File: src/rtl/vga_timing_gen.sv
// ---------------------------------------------------------------------------
// vga_timing_gen
//
// Parametrised VGA raster timing generator. A clock-enable divider paces the
// raster so that each pixel lasts CLK_DIV system clocks. Column and row
// counters walk the raster in the order active, front porch, sync, back
// porch. A registered output stage decodes the counter state into
// coordinates, the visible flag, sync pulses and strobes. All outputs come
// from that one register stage, so they are mutually aligned and sit one
// clock behind the counters.
//
// Ports:
//   clock        system clock, all logic on the rising edge
//   reset        asynchronous, active-high reset
//   refresh      synchronous restart of the raster to (0,0)
//   pix_x        current column, 0..H_TOTAL-1
//   pix_y        current row, 0..V_TOTAL-1
//   visible      high inside the active picture area
//   hsync        horizontal sync, HS_POL while asserted
//   vsync        vertical sync, VS_POL while asserted
//   pix_ce       one-clock strobe on the first clock of each pixel
//   line_start   one-clock strobe on the first clock of column 0
//   frame_start  one-clock strobe on the first clock of pixel (0,0)
//   frame_count  completed frames, modulo 2^FC_W
// ---------------------------------------------------------------------------
module vga_timing_gen #(
  parameter int H_ACTIVE = 800,
  parameter int H_FP     = 40,
  parameter int H_SYNC   = 128,
  parameter int H_BP     = 88,
  parameter int V_ACTIVE = 600,
  parameter int V_FP     = 1,
  parameter int V_SYNC   = 4,
  parameter int V_BP     = 23,
  parameter bit HS_POL   = 1'b1,
  parameter bit VS_POL   = 1'b1,
  parameter int CLK_DIV  = 1,
  parameter int COL_W    = 12,
  parameter int ROW_W    = 11,
  parameter int FC_W     = 8
) (
  input  logic             clock,
  input  logic             reset,
  input  logic             refresh,
  output logic [COL_W-1:0] pix_x,
  output logic [ROW_W-1:0] pix_y,
  output logic             visible,
  output logic             hsync,
  output logic             vsync,
  output logic             pix_ce,
  output logic             line_start,
  output logic             frame_start,
  output logic [FC_W-1:0]  frame_count
);

  localparam int H_TOTAL = H_ACTIVE + H_FP + H_SYNC + H_BP;
  localparam int V_TOTAL = V_ACTIVE + V_FP + V_SYNC + V_BP;

  // The divider needs at least one bit even when it never counts.
  localparam int DIV_W = (CLK_DIV > 1) ? $clog2(CLK_DIV) : 1;

  localparam logic [DIV_W-1:0] DIV_LAST = DIV_W'(CLK_DIV - 1);

  localparam logic [COL_W-1:0] H_LAST       = COL_W'(H_TOTAL - 1);
  localparam logic [COL_W-1:0] H_ACT_END    = COL_W'(H_ACTIVE);
  localparam logic [COL_W-1:0] H_SYNC_START = COL_W'(H_ACTIVE + H_FP);
  localparam logic [COL_W-1:0] H_SYNC_END   = COL_W'(H_ACTIVE + H_FP + H_SYNC);

  localparam logic [ROW_W-1:0] V_LAST       = ROW_W'(V_TOTAL - 1);
  localparam logic [ROW_W-1:0] V_ACT_END    = ROW_W'(V_ACTIVE);
  localparam logic [ROW_W-1:0] V_SYNC_START = ROW_W'(V_ACTIVE + V_FP);
  localparam logic [ROW_W-1:0] V_SYNC_END   = ROW_W'(V_ACTIVE + V_FP + V_SYNC);

  logic [DIV_W-1:0] div_cnt;
  logic [COL_W-1:0] h_cnt;
  logic [ROW_W-1:0] v_cnt;
  logic [FC_W-1:0]  fc_cnt;

  logic tick;
  logic line_end;
  logic frame_end;

  // tick marks the last system clock of a pixel; the raster moves on it.
  assign tick      = (div_cnt == DIV_LAST);
  assign line_end  = tick && (h_cnt == H_LAST);
  assign frame_end = line_end && (v_cnt == V_LAST);

  // Pixel-clock divider. With CLK_DIV=1 it stays at zero and tick is
  // permanently high. refresh realigns it so the restarted raster begins on
  // a fresh pixel.
  always_ff @(posedge clock or posedge reset) begin
    if (reset) begin
      div_cnt <= '0;
    end else if (refresh) begin
      div_cnt <= '0;
    end else if (tick) begin
      div_cnt <= '0;
    end else begin
      div_cnt <= div_cnt + DIV_W'(1);
    end
  end

  // Column counter, advancing once per pixel.
  always_ff @(posedge clock or posedge reset) begin
    if (reset) begin
      h_cnt <= '0;
    end else if (refresh) begin
      h_cnt <= '0;
    end else if (tick) begin
      if (h_cnt == H_LAST) begin
        h_cnt <= '0;
      end else begin
        h_cnt <= h_cnt + COL_W'(1);
      end
    end
  end

  // Row counter, advancing on the last pixel of each line.
  always_ff @(posedge clock or posedge reset) begin
    if (reset) begin
      v_cnt <= '0;
    end else if (refresh) begin
      v_cnt <= '0;
    end else if (line_end) begin
      if (v_cnt == V_LAST) begin
        v_cnt <= '0;
      end else begin
        v_cnt <= v_cnt + ROW_W'(1);
      end
    end
  end

  // Completed-frame counter. A frame cut short by refresh on its final
  // wrap tick did not complete, so refresh suppresses the increment.
  // refresh does not clear the count.
  always_ff @(posedge clock or posedge reset) begin
    if (reset) begin
      fc_cnt <= '0;
    end else if (!refresh && frame_end) begin
      fc_cnt <= fc_cnt + FC_W'(1);
    end
  end

  logic vis_d;
  logic hs_d;
  logic vs_d;
  logic ce_d;
  logic ls_d;
  logic fs_d;

  // Decode of the current counter state feeding the output register.
  // vsync depends only on the row, so it switches together with column 0.
  always_comb begin
    vis_d = 1'b0;
    hs_d  = ~HS_POL;
    vs_d  = ~VS_POL;
    ce_d  = 1'b0;
    ls_d  = 1'b0;
    fs_d  = 1'b0;

    vis_d = (h_cnt < H_ACT_END) && (v_cnt < V_ACT_END);

    if ((h_cnt >= H_SYNC_START) && (h_cnt < H_SYNC_END)) begin
      hs_d = HS_POL;
    end

    if ((v_cnt >= V_SYNC_START) && (v_cnt < V_SYNC_END)) begin
      vs_d = VS_POL;
    end

    ce_d = (div_cnt == '0);
    ls_d = ce_d && (h_cnt == '0);
    fs_d = ls_d && (v_cnt == '0);
  end

  // Output stage. frame_count is registered here as well, so the new count
  // appears on the same clock as the frame_start of the frame that follows.
  always_ff @(posedge clock or posedge reset) begin
    if (reset) begin
      pix_x       <= '0;
      pix_y       <= '0;
      visible     <= 1'b0;
      hsync       <= ~HS_POL;
      vsync       <= ~VS_POL;
      pix_ce      <= 1'b0;
      line_start  <= 1'b0;
      frame_start <= 1'b0;
      frame_count <= '0;
    end else begin
      pix_x       <= h_cnt;
      pix_y       <= v_cnt;
      visible     <= vis_d;
      hsync       <= hs_d;
      vsync       <= vs_d;
      pix_ce      <= ce_d;
      line_start  <= ls_d;
      frame_start <= fs_d;
      frame_count <= fc_cnt;
    end
  end

endmodule
File: config.mk
export PLATFORM = sky130hd
export DESIGN_NAME = vga_timing_gen
export DESIGN_NICKNAME = d
export VERILOG_FILES = /design/src/rtl/vga_timing_gen.sv
export SDC_FILE = /design/constraint.sdc
export NUM_CORES = 1
export LEC_CHECK = 0
export ABC_AREA = 1
export BUFFER_PORTS_ARGS = -buffer_cell sky130_fd_sc_hd__buf_2
export CAP_MARGIN = 15
export CORE_MARGIN = 2
export CORE_UTILIZATION = 54
export DETAILED_ROUTE_END_ITERATION = 8
export PLACE_DENSITY = 0.8
export SLEW_MARGIN = 20
export SYNTH_ARGS = -nofsm -noshare
export SYNTH_HDL_FRONTEND = slang
export SYNTH_SLANG_ARGS = --single-unit
File: constraint.sdc
create_clock -name clock -period 5.7 [get_ports clock]
set_input_delay 0.285 -clock clock [delete_from_list [all_inputs] [get_ports clock]]
set_output_delay 0.285 -clock clock [all_outputs]
set_load 0.02 [all_outputs]
==> impl_metrics.yaml <==
final_layout:
  final_common_cell: "nand2_1"
  area.growth.synth_to_final_pct: 14.3
  fin_nets: 392
  seq_area_um2: 1700
  drive_above_1_share_pct: 19.2
  final_core_util_pct: 63.1
  antenna_cells: 0
  layout_common_cells: "86 x nand2_1, 68 x dfrtp_1, 39 x buf_2, 38 x nor2_1, 37 x inv_1"
  multiInputGateArea_um2: 1120
  fillers: 476
job:
  max_cap_violations: 0
clocking:
  cts_root_buffer: "clkbuf_8"
  cts_tree: "yes"
  cts_hold_buf: 0
  cts_sinks: 68
  htree_levels: 3
  cts_buffers: 9
  postCtsSetupBuffers: 0
  clk-insertion-delay-late_ps: 340
  cts_buffer_depth: 2
  cts_resized: 0
  clkTransAtPathRegs_ps: 70
timing:
  fin_crit_sh_pct: 29.7
  max_freq_ghz: 0.590
  finalMaxSlewViolations: 0
  setup_violations: 0
  fin_ws_ps: 4000
  finalHoldViolCount: 0
  skew_ps: 9.71
  max-slew-margin-rel_pct: 46.0
  tns_ps: 0
  tightestPinTransition_ps: 810
  rsz0062_at_grt: "false"
  layout_min_cycle_time_ps: 1700
place:
  gp_congestion: 0.874
  port_buffers: 39
  dp_slack_ps: 4040
  dp_hpwl_mm: 4.23
route:
  routedWlPerCell_um: 12.8
  ant_nets: 0
  drc: 0
  num_vias: 2345
  dr.pass1.iters: 5
  viasPerCell: 5.13
  drt_iter0_drc: 184
  wl_mm: 5.84
global_routing:
  grt_usage_pct: 21.1
  grt_max_degree: 69
  grt_pass1_vias: 2225
  antenna_found_initial: 0
  grt_first_pass_wirelength_mm: 9.97
  grt_overflow_total: 0
power:
  totalPowerFinal_uw: 891
  clockPowerShare_pct: 41.0
  vdd_drop_max_v: 0.000137
  p_comb_share_pct: 3.9
  leakagePower_nw: 1.93
  p_switching_uw: 190
  p_seq_share_pct: 55.2
  p_sw_share_pct: 21.3
  power.density_nw_per_um2: 258
  p_int_uw: 701
worst_setup_path:
  rrSetupSlack_ps: 4000
  path_class: "reg -> reg"
  rr_worst_depth: 8
  crit_start: "h_cnt[0]"
  r2r-start: "h_cnt[0]"
  r2r_end: "h_cnt[10]"
  start_kind: "flop"
  cp_num_buf_inv: 0
  cp_num_cells: 8
  crit_slowest_cell: "dfrtp_1"
  endpoint: "h_cnt[10]"
  critical-path-max-stage-delay_ps: 420
  end_kind: "flop"
  worstPathRequired_ps: 5960
  cp_cell_sequence: "ha_1, nand2_2, nor2_4, nand2_2, nor2_4, nor2_4, o21ai_0, nor2_1"
  cpLargestDelayFamily: "simple AND/OR/NAND/NOR gates"
  crit_path_frequent_cell: "nor2_4"
  crit_arrival_ps: 1960
  crit_fanout: 18
logic_synthesis:
  synth-warning-count: 0
  ys_seq_area_share_pct: 56.3
  synth_cells: 337
  netlist_area_um2: 3020
  ys_seq_elements: 68
  syn_nets: 346
  ys_types: 31
  avgSynthCellArea_um2: 8.97
die:
  die_y_um: 78.8
  boundaryPins: 40
  dieArea_um2: 6210
  rows: 27
  die_width_um: 78.8
  coreArea_um2: 5470
  start_util_pct: 55.2
min_path:
  hp-class: "in -> async"
run_status:
  status: "finished, final reports clean"
[power by group through the flow]
stage | logic (mW) | clock network [mW] | registers [mW]
floorplan | 0.0179 | 0 | 0.506
global placement | 0.0338 | 0 | 0.500
detailed placement | 0.0343 | 0 | 0.500
CTS | 0.0350 | 0.373 | 0.491
global route | 0.0389 | 0.401 | 0.492
finish | 0.0344 | 0.365 | 0.491
[tightest hold or removal path, delay by kind of cell]
| kind | cells | cell delay, ps |
|---|---|---|
| buffers and inverters | 3 | 760 |
[how the worst min path moves through the flow]
stage | slack (ps) | cells after the start | startpoint | endpoint
3_5_place_dp | 400 | 0 | h_cnt[11] | pix_x[11]
3_3_place_gp | 390 | 0 | h_cnt[9] | pix_x[9]
6_report | 190 | 3 | reset | pix_ce
5_1_grt | 200 | 2 | refresh | h_cnt[2]
4_1_cts | 200 | 2 | refresh | h_cnt[2]
2_1_floorplan | 350 | 0 | v_cnt[7] | pix_y[7]
[cells in the mapped netlist (all sizes together)]
cell type	number	area share [%]
xnor2	1	0.29
clkinv	1	0.12
o21ai	14	2.3
conb	1	0.12
a22oi	1	0.25
inv	41	5.1
or2	1	0.21
nand3	27	5.0
nor2	48	7.7
nor3	6	0.99
and3	1	0.21
nand2	91	12
dfrtp	68	56
nor3b	1	0.25
clkbuf	1	0.12
buf	4	1.2
nand3b	2	0.50
ha	6	2.5
nand4	10	2.1
a21oi	5	0.83
xor2	7	2.0
[layer usage]
metal,vias to the layer above,track usage (%),part of all wire [%]
li1,1150,-,-
met1,1107,27.3,45
met2,78,33.6,47
met3,10,6.93,6.5
met4,0,7.24,1.6
met5,-,0,0
[cells by family (layout without fill, tap and decap cells)]
family / after synthesis / after routing / synth area share [%]
other: 1 / 1 / 0.124
DFF: 68 / 68 / 56.3
and+or+nand+nor: 187 / 187 / 28.9
buffers and inverters: 47 / 95 / 6.50
adders and majority gates: 6 / 6 / 2.48
AOI/OAI and AO/OA: 20 / 20 / 3.39
xor gates and xnor gates: 8 / 8 / 2.32
[stage by stage]
| step | hold slack [ps] | area (um^2) | std cells |
|---|---|---|---|
| 5_1_grt | 201 | 3450 | 457 |
| 2_1_floorplan | 349 | 3020 | 337 |
| 4_1_cts | 204 | 3450 | 457 |
| 3_5_place_dp | 397 | 3280 | 444 |
| 6_report | 188 | 3450 | 457 |
| 3_3_place_gp | 391 | 3280 | 444 |
[state kept, by name, indices dropped and copies added, names as in the netlist]
register / count
pix_y: 11
visible: 1
line_start: 1
fc_cnt: 8
pix_x: 12
v_cnt: 11
frame_start: 1
vsync: 1
frame_count: 8
h_cnt: 12
pix_ce: 1
hsync: 1
[final cells by class]
type | instances | area share [%]
Clock buffer | 10 | 3.98
Clock inverter | 3 | 1.16
Inverter | 42 | 4.56
Multi-Input combinational cell | 222 | 32.6
Timing Repair Buffer | 40 | 5.87
Sequential cell | 68 | 49.3
Tap cell | 72 | 2.61
(Power assumes the default switching activity.)
